===== src/rtl/ps2_pkg.sv =====
// Shared PS/2 definitions: transmitter states, frame size, command bytes and frame builder.
package ps2_pkg;

  typedef enum logic [2:0] {
    IDLE,
    INHIBIT,
    RTS,
    SHIFT,
    ACK,
    WAIT_IDLE
  } state_e;

  localparam int FRAME_BITS = 10;

  localparam logic [7:0] PS2_CMD_SET_LED = 8'hED;
  localparam logic [7:0] PS2_CMD_ENABLE  = 8'hF4;
  localparam logic [7:0] PS2_CMD_RESET   = 8'hFF;
  localparam logic [7:0] PS2_ACK         = 8'hFA;

  // Wire order after the start bit: data LSB first, odd parity, stop.
  function automatic logic [FRAME_BITS-1:0] ps2_frame(input logic [7:0] d);
    return {1'b1, ~^d, d};
  endfunction

endpackage


===== src/rtl/ps2_host_tx_if.sv =====
// CPU-side request/status bundle of the PS/2 host transmitter.
interface ps2_host_tx_if;
  logic       wr;
  logic [7:0] din;
  logic       busy;
  logic       done;
  logic       err;

  modport master (output wr, din, input busy, done, err);
  modport slave  (input wr, din, output busy, done, err);
endinterface


===== src/rtl/ps2_clk_filter.sv =====
// PS/2 pin synchronizer with ps2c falling-edge strobe.
// Define PS2_TX_FILTER_EN to require FILTER_LEN stable cycles before a ps2c level is accepted.
module ps2_clk_filter #(
  parameter int FILTER_LEN = 8
) (
  input  logic clk,
  input  logic rst,
  input  logic ps2c,
  input  logic ps2d,
  output logic ps2c_s,
  output logic ps2d_s,
  output logic fall
);

  if (FILTER_LEN < 1) begin : g_len_chk
    $error("FILTER_LEN must be at least 1");
  end

  logic [1:0] c_sync_q;
  logic [1:0] d_sync_q;
  logic       c_prev_q;
  logic       c_lvl;

  // Idle bus is high, so reset the sync chain high to avoid a false fall.
  always_ff @(posedge clk) begin
    if (rst) begin
      c_sync_q <= 2'b11;
      d_sync_q <= 2'b11;
      c_prev_q <= 1'b1;
    end else begin
      c_sync_q <= {c_sync_q[0], ps2c};
      d_sync_q <= {d_sync_q[0], ps2d};
      c_prev_q <= c_lvl;
    end
  end

`ifdef PS2_TX_FILTER_EN
  localparam int CW = $clog2(FILTER_LEN + 1);

  logic [CW-1:0] cnt_q, cnt_d;
  logic          lvl_q, lvl_d;

  always_comb begin
    cnt_d = '0;
    lvl_d = lvl_q;
    if (c_sync_q[1] != lvl_q) begin
      if (cnt_q == CW'(FILTER_LEN - 1)) lvl_d = c_sync_q[1];
      else                              cnt_d = cnt_q + 1'b1;
    end
  end

  always_ff @(posedge clk) begin
    if (rst) begin
      cnt_q <= '0;
      lvl_q <= 1'b1;
    end else begin
      cnt_q <= cnt_d;
      lvl_q <= lvl_d;
    end
  end

  assign c_lvl = lvl_q;
`else
  assign c_lvl = c_sync_q[1];
`endif

  assign ps2c_s = c_lvl;
  assign ps2d_s = d_sync_q[1];
  assign fall   = c_prev_q & ~c_lvl;

endmodule


===== src/rtl/ps2_host_tx.sv =====
// PS/2 host-to-device command transmitter: inhibit, request-to-send, clocked-out frame, ack check.
// Optional ps2c glitch filter enabled by defining PS2_TX_FILTER_EN.
module ps2_host_tx
  import ps2_pkg::*;
#(
  parameter int INHIBIT_CYCLES = 5000,
  parameter int TIMEOUT_CYCLES = 750000,
  parameter int FILTER_LEN     = 8
) (
  input  logic           clk,
  input  logic           rst,
  input  logic           ps2c,
  input  logic           ps2d,
  output logic           ps2c_oe,
  output logic           ps2d_oe,
  ps2_host_tx_if.slave   bus
);

  localparam int IW = $clog2(INHIBIT_CYCLES + 1);
  localparam int TW = $clog2(TIMEOUT_CYCLES + 1);
  localparam int BW = $clog2(FRAME_BITS);

  state_e                state_q, state_d;
  logic [FRAME_BITS-1:0] frame_q, frame_d;
  logic [BW-1:0]         bit_q, bit_d;
  logic [IW-1:0]         inh_q, inh_d;
  logic [TW-1:0]         to_q, to_d;
  logic                  ps2d_oe_q, ps2d_oe_d;
  logic                  done_c, err_c;
  logic                  ps2c_s, ps2d_s, fall;
  logic                  to_run;

  ps2_clk_filter #(.FILTER_LEN(FILTER_LEN)) u_filt (
    .clk    (clk),
    .rst    (rst),
    .ps2c   (ps2c),
    .ps2d   (ps2d),
    .ps2c_s (ps2c_s),
    .ps2d_s (ps2d_s),
    .fall   (fall)
  );

  assign to_run = (state_q inside {SHIFT, ACK, WAIT_IDLE});

  always_comb begin
    state_d   = state_q;
    frame_d   = frame_q;
    bit_d     = bit_q;
    inh_d     = inh_q;
    to_d      = to_q;
    ps2d_oe_d = ps2d_oe_q;
    done_c    = 1'b0;
    err_c     = 1'b0;

    if (to_run && to_q != TW'(TIMEOUT_CYCLES)) to_d = to_q + 1'b1;

    unique case (state_q)
      IDLE: if (bus.wr) begin
        frame_d = ps2_frame(bus.din);
        bit_d   = '0;
        inh_d   = '0;
        to_d    = '0;
        state_d = INHIBIT;
      end
      INHIBIT: begin
        if (inh_q == IW'(INHIBIT_CYCLES - 1)) begin
          ps2d_oe_d = 1'b1;
          state_d   = RTS;
        end else begin
          inh_d = inh_q + 1'b1;
        end
      end
      RTS: begin
        to_d    = '0;
        state_d = SHIFT;
      end
      // The device samples data on its rising edge, so each fall drives the next bit.
      SHIFT: if (fall) begin
        ps2d_oe_d = ~frame_q[bit_q];
        if (bit_q == BW'(FRAME_BITS - 1)) state_d = ACK;
        else                              bit_d   = bit_q + 1'b1;
      end
      ACK: if (fall) begin
        if (ps2d_s) begin
          err_c   = 1'b1;
          state_d = IDLE;
        end else begin
          state_d = WAIT_IDLE;
        end
      end
      WAIT_IDLE: if (ps2c_s && ps2d_s) begin
        done_c  = 1'b1;
        state_d = IDLE;
      end
      default: state_d = IDLE;
    endcase

    if (to_run && to_q == TW'(TIMEOUT_CYCLES)) begin
      ps2d_oe_d = 1'b0;
      done_c    = 1'b0;
      err_c     = 1'b1;
      state_d   = IDLE;
    end
  end

  always_ff @(posedge clk) begin
    if (rst) begin
      state_q   <= IDLE;
      bit_q     <= '0;
      inh_q     <= '0;
      to_q      <= '0;
      ps2d_oe_q <= 1'b0;
    end else begin
      state_q   <= state_d;
      bit_q     <= bit_d;
      inh_q     <= inh_d;
      to_q      <= to_d;
      ps2d_oe_q <= ps2d_oe_d;
    end
  end

  always_ff @(posedge clk) begin
    frame_q <= frame_d;
  end

  assign ps2c_oe  = (state_q inside {INHIBIT, RTS});
  assign ps2d_oe  = ps2d_oe_q;
  assign bus.busy = (state_q != IDLE);
  // A reset cycle abandons the transaction silently.
  assign bus.done = done_c & ~rst;
  assign bus.err  = err_c & ~rst;

endmodule


===== src/flat_wrapper.sv =====
// flat-port wrapper written by rule: the top's interface ports become plain ports
module ps2_host_tx_flat import ps2_pkg::*;
#(
  parameter int INHIBIT_CYCLES = 5000,
  parameter int TIMEOUT_CYCLES = 750000,
  parameter int FILTER_LEN     = 8
)
  (clk, rst, ps2c, ps2d, ps2c_oe, ps2d_oe, bus_wr, bus_din, bus_busy, bus_done, bus_err);
  ps2_host_tx_if bus_i ();
  input  logic clk;
  input  logic rst;
  input  logic ps2c;
  input  logic ps2d;
  output logic ps2c_oe;
  output logic ps2d_oe;
  input wire logic [$bits(bus_i.wr)-1:0] bus_wr;
  input wire logic [$bits(bus_i.din)-1:0] bus_din;
  output wire logic [$bits(bus_i.busy)-1:0] bus_busy;
  output wire logic [$bits(bus_i.done)-1:0] bus_done;
  output wire logic [$bits(bus_i.err)-1:0] bus_err;
  assign bus_i.wr = bus_wr;
  assign bus_i.din = bus_din;
  assign bus_busy = bus_i.busy;
  assign bus_done = bus_i.done;
  assign bus_err = bus_i.err;
  ps2_host_tx #(.INHIBIT_CYCLES(INHIBIT_CYCLES), .TIMEOUT_CYCLES(TIMEOUT_CYCLES), .FILTER_LEN(FILTER_LEN)) u_core (.clk(clk), .rst(rst), .ps2c(ps2c), .ps2d(ps2d), .ps2c_oe(ps2c_oe), .ps2d_oe(ps2d_oe), .bus(bus_i));
endmodule

===== config.mk =====
export PLATFORM = sky130hd
export DESIGN_NAME = ps2_host_tx_flat
export DESIGN_NICKNAME = d
export VERILOG_FILES = /design/src/rtl/ps2_pkg.sv /design/src/rtl/ps2_host_tx_if.sv /design/src/rtl/ps2_clk_filter.sv /design/src/rtl/ps2_host_tx.sv /design/src/flat_wrapper.sv
export SDC_FILE = /design/constraint.sdc
export NUM_CORES = 1
export LEC_CHECK = 0
export ABC_AREA = 1
export BUFFER_PORTS_ARGS = -buffer_cell sky130_fd_sc_hd__buf_2
export CAP_MARGIN = 20
export CORE_UTILIZATION = 60
export DETAILED_ROUTE_END_ITERATION = 6
export PLACE_DENSITY_LB_ADDON = 0.05
export SYNTH_ARGS = -nofsm -noshare
export SYNTH_HDL_FRONTEND = slang
export SYNTH_SLANG_ARGS = --single-unit

===== constraint.sdc =====
create_clock -name clk -period 2.1 [get_ports clk]
set_input_delay 0.105 -clock clk [delete_from_list [all_inputs] [get_ports clk]]
set_output_delay 0.105 -clock clk [all_outputs]
set_load 0.01 [all_outputs]

# Word level (Yosys, flattened, before mapping)
# Index checks and enable logic that the tools add are counted.
# classes
n_mux	30
eq_ne	17
addsub	3
reduce_logical	17
bitwise_logic	6
n_lt_le_gt_ge	1
# ops
op	count
$mux W20	2
$pmux W20 S2	1
$mux W13	2
$pmux W13 S2	1
$mux W3	7
$add A20 B1 Y20 const B	1
$eq A20 B20 Y1 const B	1
$ne A20 B20 Y1 const B	1
$pmux W3 S6	1
$add A13 B1 Y13 const B	1
$eq A13 B13 Y1 const B	1
$mux W4	3
$mux W1	10
$ne A2 B2 Y1 const B	5
$pmux W4 S2	1
$reduce_bool A2 Y1	4
$reduce_xnor A8 Y1	1
$eq A3 B2 Y1 const B	2
$eq A3 B3 Y1 const B	2
$ne A2 B1 Y1 const B	3
$reduce_and A3 Y1	2
$reduce_and A6 Y1	1
$reduce_bool A3 Y1	2
$lt A4 B5 Y1 const B	1
12 further kinds	18
# totals
ff_bits	55
in_bits	13
wordCells	83

# Logic depth before layout (Yosys ltp)
# logic_depth
depth_word	6
depth_mapped	11

# By module
# Synthesis repeated with hierarchy kept, for this count alone.
# hier_totals
cells_unflattened	433
hier_area_um2	3054.2
# by_module_without_submodules
mod	area_each_um2	cells_per_inst	n_inst
ps2_host_tx	2905.3	415	1
ps2_clk_filter	148.9	18	1

# Worst setup path after synthesis
# OpenSTA, ideal clock, no wires.
# synth_timing
path_kind	reg-to-reg
from	reg u_core.inh_q[0]
to	reg u_core.inh_q[1]
setup_time_ns	0.117
slack_ns	0.581
synth_period_minus_slack_ns	1.519
required_ns	1.983
arrival_ns	1.402
path_stages_with_launch	10
n_path_buf	1
cell_sequence	dfxtp_1 > ha_1 > nand2_1 > nor3_1 > nand3_1 > nand2_1 > nand2_4 > buf_6 > o21ai_0 > nor2_1
# synth_via
elab_chain_len	3
word_cells_on_any_way	6
# synth_lines
element	line	source
start, declared	ps2_host_tx.sv:26	logic [IW-1:0] inh_q, inh_d;
start signal, assigned	ps2_host_tx.sv:116	inh_q <= inh_d;
$add A13 B1 Y13 / $eq A13 B13 Y1 (equally long branches)	ps2_host_tx.sv:70, ps2_host_tx.sv:66	
$mux W13 / $ne A2 B2 Y1 (equally long branches)	n/a	
$pmux W13 S2 / $reduce_and A3 Y1 (equally long branches)	n/a	
# Several ways; a longest one is shown, not always the timed one. The select of a mux whose other input is x is not followed.
# A chain may end at the register's enable or synchronous reset.

# Final worst setup path
# layout_timing
from	reg u_core.state_q[1]
to	out bus_done
# layout_via
elab_chain_len	5
word_cells_on_any_way	8
# layout_lines
element	line	source
start, declared	ps2_host_tx.sv:23	state_e state_q, state_d;
start signal, assigned	ps2_host_tx.sv:114	state_q <= state_d;
$eq A3 B2 Y1 (tied with other cells)	ps2_host_tx.sv:43	assign to_run = (state_q inside {SHIFT, ACK, WAIT_IDLE});
$reduce_bool A3 Y1	ps2_host_tx.sv:43	
$logic_and A1 B1 Y1	ps2_host_tx.sv:98	if (to_run && to_q == TW'(TIMEOUT_CYCLES)) begin
$mux W1 *	ps2_host_tx.sv:98	
$and A1 B1 Y1 *	ps2_host_tx.sv:130	assign bus.done = done_c & ~rst;
end, declared	flat_wrapper.sv:19	output wire logic [$bits(bus_i.done)-1:0] bus_done;
# Mark *: on every way between the ends. The rest lies on a longest branch, timed or not.

==> reports/metrics.yaml <==
worst_setup_path:
  cp.depth: 8
  ff2ff_path_depth: 9
  worstPathMaxFanout: 8
  r2r_end: "u_core.inh_q[8]"
  arrival_ns: 1.82
  regToRegSetupSlack_ns: 0.34
  crit_buf_inv: 3
  endpoint: "bus_done"
  end_kind: "primary output"
  worstSetupStartpointType: "flip-flop"
  critPathMostFrequentCell: "inv_2"
  slowest_stage: "dfxtp_1"
  crit_family: "simple AND/OR/NAND/NOR gates"
  crit_chain: "inv_2 -> nor3_4 -> inv_2 -> nand2_4 -> nand4_1 -> nand2_1 -> nor2_1 -> buf_2"
  cp_data_required_time_ns: 2.00
  cpPeakStageDelay_ns: 0.46
  critPathKind: "reg2out"
  startpoint: "u_core.state_q[1]"
  r2r_start: "u_core.inh_q[0]"
cts:
  clk_latency_ns: 0.31
  cts_sinks: 55
  clk_path_buf_depth: 2
  cts-buffers-inserted: 5
  clk_pin_slew_ns: 0.10
  cts_tree: "yes"
  cts-root-buf: "clkbuf_8"
  htreeDepth: 2
  cts-resized-gates: 0
placement:
  port_buffers: 17
  place_congestion: 0.912
  hpwl_mm: 4.80
  placedCellCount: 504
power_and_ir_drop:
  powerDensity_nw_per_um2: 872
  irDropWorstVdd_uv: 555
  total_power_w: 0.00287
  total_leakage_power_nw: 1.26
global_routing:
  grt_usage_pct: 26.5
  grt_max_degree: 17
  grt_pass1_vias: 2389
  grt_pass1_wl_mm: 10.8
  grt_antenna_before_repair: 0
  gr-total-overflow: 0
logic_synthesis:
  yosysMostFrequentCell: "nand2_1"
  syn_inst: 422
  syn_nets: 440
  netlist.area_leader.share_pct: 30.6
  synth_seq_area_share_pct: 39.6
  synth_cell_type_count: 33
  synth_ff_type: "dfxtp_1"
  synthesis.area_um2: 3010
  synth_common_cells: "89 x nand2_1, 56 x nor2_1, 52 x inv_1"
  avgSynthCellArea_um2: 7.12
  synth_edf_count: 9
  synthTopCellsByArea: "dfxtp_1 31%, nand2_1 11%, edfxtp_1 9.0%, nor2_1 7.0%, inv_1 6.5%"
  yosysWarnings: 0
  yosys_register_bits: 55
  synth_async_sr_flop_share_pct: 0
  synth_top_area_cell: "dfxtp_1"
floorplan:
  ios: 18
  die_h_um: 72.8
  initial_utilization_pct: 62.8
  rows: 25
  die_area_um2: 5300
  dieWidth_um: 72.8
  core_um2: 4790
finish:
  nNetsFinal: 468
  drive_gt1_share_pct: 12.4
  diodes: 0
  area_growth_pct: 9.58
  fin_cells: 518
sta:
  tightest_slew_ns: 0.670
  max_freq_mhz: 520
  setup-violations-final: 0
  rsz0062_at_grt: "false"
  post-route-period-util_pct: 91.5
  fin_skew_ns: 0.00996
  tns_ns: 0
  fin_crit_ns: 1.92
  finalHoldViolations: 0
  slew_viol_final: 0
  relSlewSlack_pct: 55.0
detailed_routing:
  ant_nets: 0
  wl_per_cell_um: 12.7
  drc: 0
  vias_per_cell: 5.42
  first_iter_violations: 198
  drt-pass1-iter-count: 4
  drt_wl_total_mm: 6.58
  dr_total_vias: 2805
min_path:
  min-delay-path-class: "in2reg"
  min-delay-start: "bus_din[2]"
flow_run:
  cap_violations: 0
outcome:
  outcome: "finished, final reports clean"
cell usage in the layout (no fill, tap or decap), types with 5 or more instances in the layout:
master / instances
nand4_1: 14
dfxtp_1: 46
buf_2: 17
nand3_1: 30
nand2_1: 89
o21ai_0: 17
nor3_1: 18
xnor2_1: 5
ha_1: 5
nor2_1: 56
a21oi_1: 29
clkbuf_8: 5
dlygate4sd3_1: 6
inv_1: 52
inv_2: 9
edfxtp_1: 9
sequential cells by signal (all words and copies together), names as in the netlist:
register	cells
u_core.to_q	20
u_core.inh_q	13
u_core.frame_q	9
u_core.bit_q	4
u_core.state_q	3
u_core.u_filt.c_sync_q	2
u_core.u_filt.d_sync_q	2
u_core.ps2d_oe	1
u_core.u_filt.c_prev_q	1
worst register-to-register path, delay by kind of cell, from the launching register on:
family,cells,cell delay [ns]
simple gates,6,0.77
flops,1,0.40
fa+ha+maj,1,0.23
buf+inv,1,0.18
compound gates,1,0.14
per-layer routing:
metal,GRT usage [%],vias to the layer above,wire length (µm)
met2,40.9,67,2950
li1,-,1434,-
met3,4.97,12,283
met5,0,-,0
met4,8.06,0,102
met1,37.5,1292,3250
area by class of cell:
type                       instances  area (µm²)
fill                             423        1490
sequential                        55        1190
clock inverter                     1        5.00
clock buffer                       7        76.3
tap                               67        83.8
multi-input combinational        302        1550
inverter                          61         229
timing repair buffer              25         160
where the power goes:
| part | switching (W) | internal [W] |
|---|---|---|
| Clock | 0.000336 | 0.000235 |
| Combinational | 0.000695 | 0.000308 |
| Sequential | 0.0000953 | 0.00120 |
stage by stage:
stage / cell area, µm² / hold WS [ns] / utilization, % / setup WS [ns]
after floorplan: 3010 / 0.204 / - / 0.581
after global placement: 3150 / 0.292 / 65.9 / 0.407
after detailed placement: 3150 / 0.293 / 65.9 / 0.352
after CTS: 3290 / 0.00604 / 68.8 / 0.179
after global routing: 3290 / 0.00500 / 68.8 / 0.0397
final: 3290 / 0.00736 / 68.8 / 0.178
logic make-up (layout without fill, tap and decap cells):
family / Yosys count / count (layout) / share of synthesized area [%]
simple gates: 229 / 229 / 35.8
fa+ha+maj: 5 / 5 / 2.08
flops: 55 / 55 / 39.6
buf+inv: 65 / 94 / 8.87
compound gates: 60 / 60 / 11.2
xor+xnor: 8 / 8 / 2.33
how the worst min path moves through the flow:
| stage | slack [ns] | depth (start not counted) | end |
|---|---|---|---|
| finish | 0.007 | 1 | u_core.frame_q[2] |
| global route | 0.005 | 1 | u_core.frame_q[6] |
| CTS | 0.006 | 1 | u_core.frame_q[6] |
| detailed placement | 0.29 | 2 | u_core.u_filt.d_sync_q[0] |
| global placement | 0.29 | 2 | u_core.u_filt.c_sync_q[0] |
| floorplan | 0.20 | 0 | u_core.frame_q[0] |
what timing repair did:
| item | 4_1_cts | 5_1_grt |
|---|---|---|
| setup buffers | 0 | 0 |
| hold buffers | 6 | 0 |
| hold endpoints to repair | 6 | 0 |
Power figures use the tool's default switching activity.
